### src/rtl/calculator_pkg.sv
// -----------------------------------------------------------------------------
// calculator_pkg
// Shared widths and the sequencer state encoding for the calculator datapath.
//   ADDR_W        : SRAM word address width (512 entries)
//   DATA_W        : adder operand / sum width
//   MEM_WORD_SIZE : SRAM word width, two operands packed side by side
// -----------------------------------------------------------------------------
package calculator_pkg;

    localparam int ADDR_W        = 9;
    localparam int DATA_W        = 32;
    localparam int MEM_WORD_SIZE = 2 * DATA_W;

    typedef enum logic [2:0] {
        ST_IDLE  = 3'd0,
        ST_READ  = 3'd1,
        ST_WAIT  = 3'd2,
        ST_ADD   = 3'd3,
        ST_ACC   = 3'd4,
        ST_WRITE = 3'd5,
        ST_DONE  = 3'd6
    } seq_state_e;

endpackage

### src/rtl/calc_addr_gen.sv
// -----------------------------------------------------------------------------
// calc_addr_gen
// Read and write pointer counters for the calculator sequencer.
//   clk_i, rst_i         : clock, synchronous active-high reset
//   load_i               : load pointers with the start addresses, latch ends
//   r_start_i, r_end_i   : inclusive read range
//   w_start_i, w_end_i   : inclusive write range
//   r_inc_i, w_inc_i     : advance read / write pointer (modulo 2^ADDR_W)
//   r_ptr_o, w_ptr_o     : current pointers
//   r_last_o             : read pointer sits on the latched read end
//   w_ovf_o              : write pointer has run past the latched write end
// -----------------------------------------------------------------------------
module calc_addr_gen
    import calculator_pkg::*;
(
    input  logic              clk_i,
    input  logic              rst_i,
    input  logic              load_i,
    input  logic [ADDR_W-1:0] r_start_i,
    input  logic [ADDR_W-1:0] r_end_i,
    input  logic [ADDR_W-1:0] w_start_i,
    input  logic [ADDR_W-1:0] w_end_i,
    input  logic              r_inc_i,
    input  logic              w_inc_i,
    output logic [ADDR_W-1:0] r_ptr_o,
    output logic [ADDR_W-1:0] w_ptr_o,
    output logic              r_last_o,
    output logic              w_ovf_o
);

    logic [ADDR_W-1:0] r_ptr_q, r_ptr_d;
    logic [ADDR_W-1:0] r_end_q, r_end_d;
    logic [ADDR_W-1:0] w_ptr_q, w_ptr_d;
    logic [ADDR_W-1:0] w_end_q, w_end_d;

    // Next pointer values: load wins over increment.
    always_comb begin
        r_ptr_d = r_ptr_q;
        r_end_d = r_end_q;
        w_ptr_d = w_ptr_q;
        w_end_d = w_end_q;
        if (load_i) begin
            r_ptr_d = r_start_i;
            r_end_d = r_end_i;
            w_ptr_d = w_start_i;
            w_end_d = w_end_i;
        end else begin
            if (r_inc_i) begin
                r_ptr_d = r_ptr_q + ADDR_W'(1);
            end else begin
                r_ptr_d = r_ptr_q;
            end
            if (w_inc_i) begin
                w_ptr_d = w_ptr_q + ADDR_W'(1);
            end else begin
                w_ptr_d = w_ptr_q;
            end
        end
    end

    // Pointer and range registers.
    always_ff @(posedge clk_i) begin
        if (rst_i) begin
            r_ptr_q <= '0;
            r_end_q <= '0;
            w_ptr_q <= '0;
            w_end_q <= '0;
        end else begin
            r_ptr_q <= r_ptr_d;
            r_end_q <= r_end_d;
            w_ptr_q <= w_ptr_d;
            w_end_q <= w_end_d;
        end
    end

    assign r_ptr_o  = r_ptr_q;
    assign w_ptr_o  = w_ptr_q;
    // Equality, not magnitude: a read end of 511 must stop before the wrap.
    assign r_last_o = (r_ptr_q == r_end_q);
    assign w_ovf_o  = (w_ptr_q > w_end_q);

endmodule

### src/rtl/calc_sequencer.sv
// -----------------------------------------------------------------------------
// calc_sequencer
// Walks the SRAM read range, feeds each 64-bit word to adder32 as two 32-bit
// operands, steers sums into alternating halves of the result buffer and
// writes each packed pair back over the write range.
//   clk_i, rst_i                : clock, synchronous active-high reset
//   start_i                     : run request (only sampled when idle)
//   read_/write_start/end_addr  : inclusive address ranges
//   read_o, r_addr_o, r_data_i  : SRAM read port
//   op_a_o, op_b_o              : registered adder operands
//   buf_we_o, buffer_control_o  : latch sum into buffer half (1 = upper)
//   buf_clr_o, buff_result_i    : buffer clear / packed buffer contents
//   write_o, w_addr_o, w_data_o : SRAM write port
//   busy_o, done_o, err_o       : host status
// -----------------------------------------------------------------------------
module calc_sequencer
    import calculator_pkg::*;
(
    input  logic                     clk_i,
    input  logic                     rst_i,
    input  logic                     start_i,
    input  logic [ADDR_W-1:0]        read_start_addr,
    input  logic [ADDR_W-1:0]        read_end_addr,
    input  logic [ADDR_W-1:0]        write_start_addr,
    input  logic [ADDR_W-1:0]        write_end_addr,
    output logic                     read_o,
    output logic [ADDR_W-1:0]        r_addr_o,
    input  logic [MEM_WORD_SIZE-1:0] r_data_i,
    output logic [DATA_W-1:0]        op_a_o,
    output logic [DATA_W-1:0]        op_b_o,
    output logic                     buf_we_o,
    output logic                     buffer_control_o,
    output logic                     buf_clr_o,
    input  logic [MEM_WORD_SIZE-1:0] buff_result_i,
    output logic                     write_o,
    output logic [ADDR_W-1:0]        w_addr_o,
    output logic [MEM_WORD_SIZE-1:0] w_data_o,
    output logic                     busy_o,
    output logic                     done_o,
    output logic                     err_o
);

    seq_state_e        state_q, state_d;
    logic              half_q, half_d;
    logic              err_q, err_d;
    logic [DATA_W-1:0] op_a_q, op_a_d;
    logic [DATA_W-1:0] op_b_q, op_b_d;

    logic              load_s, r_inc_s, w_inc_s, range_bad_s;
    logic [ADDR_W-1:0] r_ptr_s, w_ptr_s;
    logic              r_last_s, w_ovf_s;

    assign range_bad_s = (read_end_addr < read_start_addr);

    calc_addr_gen u_addr_gen (
        .clk_i     (clk_i),
        .rst_i     (rst_i),
        .load_i    (load_s),
        .r_start_i (read_start_addr),
        .r_end_i   (read_end_addr),
        .w_start_i (write_start_addr),
        .w_end_i   (write_end_addr),
        .r_inc_i   (r_inc_s),
        .w_inc_i   (w_inc_s),
        .r_ptr_o   (r_ptr_s),
        .w_ptr_o   (w_ptr_s),
        .r_last_o  (r_last_s),
        .w_ovf_o   (w_ovf_s)
    );

    // State and datapath registers.
    always_ff @(posedge clk_i) begin
        if (rst_i) begin
            state_q <= ST_IDLE;
            half_q  <= 1'b0;
            err_q   <= 1'b0;
            op_a_q  <= '0;
            op_b_q  <= '0;
        end else begin
            state_q <= state_d;
            half_q  <= half_d;
            err_q   <= err_d;
            op_a_q  <= op_a_d;
            op_b_q  <= op_b_d;
        end
    end

    // Next-state logic.
    always_comb begin
        state_d = state_q;
        case (state_q)
            ST_IDLE: begin
                if (start_i) begin
                    state_d = range_bad_s ? ST_DONE : ST_READ;
                end else begin
                    state_d = ST_IDLE;
                end
            end
            ST_READ:  state_d = ST_WAIT;
            ST_WAIT:  state_d = ST_ADD;
            ST_ADD:   state_d = ST_ACC;
            ST_ACC: begin
                if (half_q || r_last_s) begin
                    state_d = ST_WRITE;
                end else begin
                    state_d = ST_READ;
                end
            end
            ST_WRITE: begin
                if (w_ovf_s || r_last_s) begin
                    state_d = ST_DONE;
                end else begin
                    state_d = ST_READ;
                end
            end
            ST_DONE:  state_d = ST_IDLE;
            default:  state_d = ST_IDLE;
        endcase
    end

    // Pointer strobes, half select, sticky error and operand capture.
    always_comb begin
        load_s  = (state_q == ST_IDLE) && start_i;
        r_inc_s = 1'b0;
        w_inc_s = 1'b0;
        half_d  = half_q;
        err_d   = err_q;
        op_a_d  = op_a_q;
        op_b_d  = op_b_q;
        case (state_q)
            ST_IDLE: begin
                if (start_i) begin
                    half_d = 1'b0;
                    err_d  = range_bad_s;
                end else begin
                    half_d = half_q;
                end
            end
            ST_ADD: begin
                op_a_d = r_data_i[MEM_WORD_SIZE-1:DATA_W];
                op_b_d = r_data_i[DATA_W-1:0];
            end
            ST_ACC: begin
                // First half of a pair and more data to come: fetch the next word.
                if (!half_q && !r_last_s) begin
                    half_d  = 1'b1;
                    r_inc_s = 1'b1;
                end else begin
                    half_d  = half_q;
                end
            end
            ST_WRITE: begin
                if (w_ovf_s) begin
                    err_d = 1'b1;
                end else begin
                    w_inc_s = 1'b1;
                    half_d  = 1'b0;
                    r_inc_s = !r_last_s;
                end
            end
            default: begin
                half_d = half_q;
            end
        endcase
    end

    // Output decode from the current state.
    always_comb begin
        read_o           = 1'b0;
        r_addr_o         = '0;
        buf_we_o         = 1'b0;
        buffer_control_o = 1'b0;
        buf_clr_o        = 1'b0;
        write_o          = 1'b0;
        w_addr_o         = '0;
        w_data_o         = '0;
        done_o           = 1'b0;
        busy_o           = (state_q != ST_IDLE);
        case (state_q)
            ST_IDLE: buf_clr_o = start_i;
            ST_READ: begin
                read_o   = 1'b1;
                r_addr_o = r_ptr_s;
            end
            ST_ACC: begin
                buf_we_o         = 1'b1;
                buffer_control_o = half_q;
            end
            ST_WRITE: begin
                // The clear lands on the same edge the SRAM captures the data.
                if (!w_ovf_s) begin
                    write_o   = 1'b1;
                    w_addr_o  = w_ptr_s;
                    w_data_o  = buff_result_i;
                    buf_clr_o = 1'b1;
                end else begin
                    write_o   = 1'b0;
                end
            end
            ST_DONE: done_o = 1'b1;
            default: done_o = 1'b0;
        endcase
    end

    assign op_a_o = op_a_q;
    assign op_b_o = op_b_q;
    assign err_o  = err_q;

endmodule

### config.mk
export PLATFORM = sky130hd
export DESIGN_NAME = calc_sequencer
export DESIGN_NICKNAME = d
export VERILOG_FILES = /design/src/rtl/calculator_pkg.sv /design/src/rtl/calc_addr_gen.sv /design/src/rtl/calc_sequencer.sv
export SDC_FILE = /design/constraint.sdc
export NUM_CORES = 1
export LEC_CHECK = 0
export CORE_ASPECT_RATIO = 1.75
export CORE_MARGIN = 10
export CORE_UTILIZATION = 34
export DETAILED_ROUTE_END_ITERATION = 10
export GPL_ROUTABILITY_DRIVEN = 0
export PLACE_DENSITY = 0.77
export SYNTH_ARGS = -nofsm -noshare
export SYNTH_HDL_FRONTEND = slang
export SYNTH_SLANG_ARGS = --single-unit
export TNS_END_PERCENT = 1
### constraint.sdc
create_clock -name clk_i -period 2.7 [get_ports clk_i]
set_input_delay 0.54 -clock clk_i [delete_from_list [all_inputs] [get_ports clk_i]]
set_output_delay 0.54 -clock clk_i [all_outputs]
set_load 0.1 [all_outputs]
Word level (Yosys, flattened, before mapping)
Cells that the tools add are included.
Widths: inputs -> output; s select.
{"block": "op_classes", "n_mux": 31, "order_cmp": 2, "addsub": 2, "n_eq_ne": 11, "n_reduce_logical": 14}
{"cell": "$mux 64", "n": 2}
{"cell": "$mux 9", "n": 7}
{"cell": "$add 9x1->9 const B", "n": 2}
{"cell": "$pmux 3 s6", "n": 1}
{"cell": "$mux 1", "n": 13}
{"cell": "$mux 3", "n": 4}
{"cell": "$eq 3x3->1 const B", "n": 3}
{"cell": "$eq 9x9->1", "n": 1}
{"cell": "$gt 9x9->1", "n": 1}
{"cell": "$lt 9x9->1", "n": 1}
{"cell": "$ne 2x2->1 const B", "n": 4}
{"cell": "$eq 3x2->1 const B", "n": 2}
{"cell": "$pmux 1 s2", "n": 3}
{"cell": "$reduce_bool 2->1", "n": 3}
{"cell": "$reduce_bool 3->1", "n": 2}
{"cell": "$reduce_and 4->1", "n": 1}
{"cell": "$eq 3x1->1 const B", "n": 1}
{"cell": "$logic_not 3->1", "n": 1}
{"cell": "$pmux 1 s3", "n": 1}
{"cell": "$reduce_and 3->1", "n": 1}
{"cell": "$logic_and 1x1->1", "n": 2}
{"cell": "$logic_not 1->1", "n": 2}
{"cell": "$logic_or 1x1->1", "n": 2}
{"block": "totals", "register_bits": 105, "out_inout_bits": 154}

Logic depth before layout (Yosys ltp)
{"block": "depth", "depth_word": 7, "ltp_mapped": 10}

By module
From an unflattened synthesis, not the netlist that was laid out.
{"block": "unflattened", "hier_cells": 668, "hier_area_um2": 5241.3}
{"mod": "calc_sequencer", "cells_each": 448, "area_each_um2": 3309.4, "instances": 1}
{"mod": "calc_addr_gen", "cells_each": 220, "area_each_um2": 1931.9, "instances": 1}

Worst setup path before layout
No wires, ideal clock.
{"block": "synth_path", "path_type": "reg2out", "start": "register u_addr_gen.w_end_q[2]", "end": "output port w_addr_o[1]", "required_time_ns": 2.160, "stages_incl_launch_ff": 10, "path_slack_ns": -1.342, "arrival_ns": 3.502, "cell_sequence": "dfxtp_1 inv_1 ha_1 and4_1 nor3b_2 nor4_4 nor2_1 inv_1 clkbuf_1 and2_1"}
{"block": "synth_via", "elab_chain_cells": 3}
{"element": "start: declaration", "line_no": "calc_addr_gen.sv:34", "text": "logic [ADDR_W-1:0] w_end_q, w_end_d;"}
{"element": "start signal: assignment", "line_no": "calc_addr_gen.sv:72", "text": "w_end_q <= w_end_d;"}
{"element": "$gt 9x9->1", "line_no": "calc_addr_gen.sv:80", "text": "assign w_ovf_o = (w_ptr_q > w_end_q);"}
{"element": "$mux 9", "line_no": "calc_sequencer.sv:191", "text": "if (!w_ovf_s) begin"}
{"element": "$mux 9", "line_no": "calc_sequencer.sv:179", "text": "case (state_q)"}
{"element": "end: declaration", "line_no": "calc_sequencer.sv:36", "text": "output logic [ADDR_W-1:0] w_addr_o,"}
No other way between the ends.

Worst setup path in the final report
{"block": "layout_path", "start": "register u_addr_gen.w_end_q[8]", "end": "output port w_data_o[63]"}
{"block": "layout_via", "elab_chain_cells": 3}
{"element": "$gt 9x9->1", "line_no": "calc_addr_gen.sv:80"}
{"element": "$mux 64", "line_no": "calc_sequencer.sv:191"}
{"element": "$mux 64", "line_no": "calc_sequencer.sv:179"}
{"element": "end: declaration", "line_no": "calc_sequencer.sv:37", "text": "output logic [MEM_WORD_SIZE-1:0] w_data_o,"}
No other way between the ends.

==> flow_summary.yaml <==
critical_path:
  crit_slowest_cell: "dfxtp_2"
  slowest_delay_ns: 0.33
  cp.required_ns: 2.16
  crit_start: "u_addr_gen.w_end_q[8]$_SDFFE_PP0P_"
  end_kind: "primary output"
  cp_data_arrival_time_ns: 2.40
  r2r_end: "u_addr_gen.r_ptr_o[8]$_SDFFE_PP0P_"
  r2r_cells: 10
  rrSetupSlack_ns: 0.17
  start_kind: "flop"
  crit_path_frequent_cell: "buf_12"
  crit_fanout: 29
  worstSetupPathType: "flop to primary output"
  worstReg2RegStart: "u_addr_gen.w_end_q[3]$_SDFFE_PP0P_"
  crit_chain: "inv_1 > ha_4 > nand4_1 > a21oi_1 > a211oi_2 > nor2_2 > inv_2 > buf_12 > and2_2 > buf_12"
finish:
  final_common_cell: "nand2_1"
  final_cell_mix: "nand2_1 (176), clkdlybuf4s50_1 (165), dfxtp_1 (94)"
  drive_above_1_share_pct: 31.4
  syn_to_final_growth_pct: 89.9
  nets: 1175
  seqCellArea_sq_um: 2120
  multi_input_area_sq_um: 3150
  design_area_sq_um: 10000
  fillers: 1229
global_routing:
  grt_pass1_vias: 5807
  grt_pass1_wl_mm: 32.7
  grt_antenna_before_repair: 1
  grt_max_degree: 59
  grt_overflow_total: 0
  grt_use_total_pct: 19.5
floorplan:
  die_h_microns: 185
  die_area_sq_um: 21100
  pin_count: 321
  coreArea_sq_um: 15300
  row_count: 60
  start_util_pct: 34.5
  die_w_microns: 114
timing:
  finalHoldViolCount: 0
  max_freq_ghz: 0.340
  worst_pin_slew_ns: 0.645
  fin_skew_ns: 0.00639
  period_needed_ns: 2.94
  maxSlewViolCount: 0
  rsz0062_at_grt: "true"
  timing.final.ws_setup_ns: -0.241
  period_share_pct: 109
  slew_headroom_pct: 57.0
  setup_viol: 75
  setup-tns-final_ns: -12.81
detailed_routing:
  vias: 5847
  drtIter0Drc: 196
  route.detailed.drc: 0
  wire_per_inst_microns: 18.6
  final_antenna_net_count: 0
  vias_per_cell: 4.95
  wl_mm: 21.9
  dr.pass1.iters: 4
synth:
  synth_compound_area_share_pct: 17.0
  synthXorXnorAreaFrac_pct: 2.82
  synth_seq_cells: 105
  synthesis.area_sq_um: 5290
  synthTopCellsByArea: "dfxtp_1 (40%), nand2_1 (13%), and2_1 (9.1%), a21oi_1 (8.3%), ha_1 (4.5%)"
  synth_top_family_by_area: "simple AND/OR/NAND/NOR gates"
  synth_edf_count: 0
  synth.largest_area_cell: "dfxtp_1"
  synthMuxAreaShare_pct: 0
  synthFlopType: "dfxtp_1"
  synthSimpleGateAreaFrac_pct: 29.5
  synth.top_cell.area_share_pct: 39.7
  synth_cell_types: 52
  synthAdderAreaFrac_pct: 4.49
  yosysWarnings: 0
  syn_nets: 870
  synthArstFlopShare_pct: 0
  syn_area_per_cell_sq_um: 7.73
  ys_seq_area_share_pct: 39.7
  synthCells: 684
status:
  outcome: "finished, violations left"
  violations: "negative setup slack"
power_and_ir_drop:
  p_seq_share_pct: 26.2
  power_density_nw_per_um2: 791
  power.clock.fraction_pct: 18.5
  power.static_leakage_uw: 0.00405
  pwr-share-comb_pct: 55.2
  ir_worst_vdd_mv: 0.446
  sw_frac_of_total_pct: 47.1
  p_int_uw: 4210
  switchingPower_uw: 3740
clock_tree:
  clk_latency_ns: 0.35
  htree_levels: 3
  ctsRootBufferMaster: "clkbuf_16"
  cts_made_buffers: 9
  path_clk_slew_ns: 0.07
  cts_tree: "built"
  clock-sinks: 105
  postCtsHoldBufs: 0
  clockBufferDepth: 2
job:
  cap_violations: 0
hold_path:
  holdPathEnd: "op_b_o[19]$_SDFFE_PP0P_"
  hp-start: "op_b_o[19]$_SDFFE_PP0P_"
  min_delay_path_depth: 2
  hold_class: "flop to flop"
place:
  hpwl_mm: 17.8
  port_buffers: 320
  placed_area_sq_um: 9540
-- worst max-delay path by stage --
stage,to,depth (start not counted)
after floorplan,w_addr_o[0],7
after global placement,w_data_o[2],10
after detailed placement,w_data_o[2],10
after CTS,w_data_o[2],10
after global routing,w_data_o[63],10
final,w_data_o[63],10
-- power groups by stage --
stage	logic, uW	clock network [uW]	registers, uW
6_report	4390	1470	2080
5_1_grt	4660	1580	2120
4_1_cts	4280	1510	2060
3_5_place_dp	4260	0	2090
3_3_place_gp	4210	0	2080
2_1_floorplan	2340	0	2690
-- critical path, delay by kind of cell (launching register included) --
family / cells / cell delay, ns
AO/OA/AOI/OAI: 2 / 0.39
AND/OR/NAND/NOR: 3 / 0.57
buffers and inverters: 4 / 0.49
adder cells (fa/ha/maj): 1 / 0.27
flip-flops: 1 / 0.33
-- cell families (layout without fill, tap and decap cells) --
logic type | Yosys count | after routing
AND/OR/NAND/NOR | 324 | 324
AO/OA/AOI/OAI | 147 | 147
flip-flops | 105 | 105
buffers and inverters | 72 | 382
adder cells (fa/ha/maj) | 19 | 19
XOR/XNOR | 17 | 17
other | 0 | 1
-- layer usage --
layer | global-route usage, % | vias up | share of wire (%)
li1 | - | 2883 | -
met1 | 18.5 | 2647 | 34
met2 | 35.6 | 276 | 53
met3 | 7.19 | 41 | 9.4
met4 | 9.71 | 0 | 4.0
met5 | 0 | - | 0
-- layout make-up --
type                            count  share of cell area [%]
Timing Repair Buffer              343                    41.0
Multi-Input combinational cell    507                    31.4
Sequential cell                   105                    21.1
Tap cell                          186                    2.32
Clock buffer                        9                    2.24
Clock inverter                      7                    1.08
Inverter                           23                   0.860
Antenna cell                        1                  0.0249
-- registers in the layout, summed over array words and instances, names as in the netlist --
register and flops:
op_b_o 32, u_addr_gen.r_ptr_o 9, state_q 3, op_a_o 32, err_o 1, u_addr_gen.w_end_q 9, u_addr_gen.r_end_q 9, half_q 1
u_addr_gen.w_ptr_o 9
-- synth_stat cells, drive strengths merged (4+ instances only) --
cell / n
a211oi: 11
a21o: 9
a21oi: 88
a31oi: 5
and2: 77
and3: 13
buf: 7
clkbuf: 42
dfxtp: 105
ha: 19
inv: 23
nand2: 178
nand3: 4
nor2: 25
nor4: 4
o21ai: 10
o31ai: 5
or4: 6
xnor2: 10
xor2: 7
-- per-stage QoR --
| step | instances | hold WS, ns | util, % | total power, uW | setup WS [ns] |
|---|---|---|---|---|---|
| 2_1_floorplan | 684 | 0.436 | - | 5030 | -0.146 |
| 3_3_place_gp | 1162 | 0.442 | 62.3 | 6300 | 0.136 |
| 3_5_place_dp | 1162 | 0.446 | 62.3 | 6350 | 0.0657 |
| 4_1_cts | 1178 | 0.457 | 64.5 | 7850 | -0.274 |
| 5_1_grt | 1181 | 0.473 | 65.6 | 8370 | -0.354 |
| 6_report | 1181 | 0.456 | 65.6 | 7940 | -0.241 |
-- repair_timing --
item	4_1_cts	5_1_grt
gates cloned	0	1
setup buffers	0	1
endpoints found under the setup margin	75	80
pin swaps	2	52
gates resized for setup	5	38
Power figures use the tool's default switching activity.
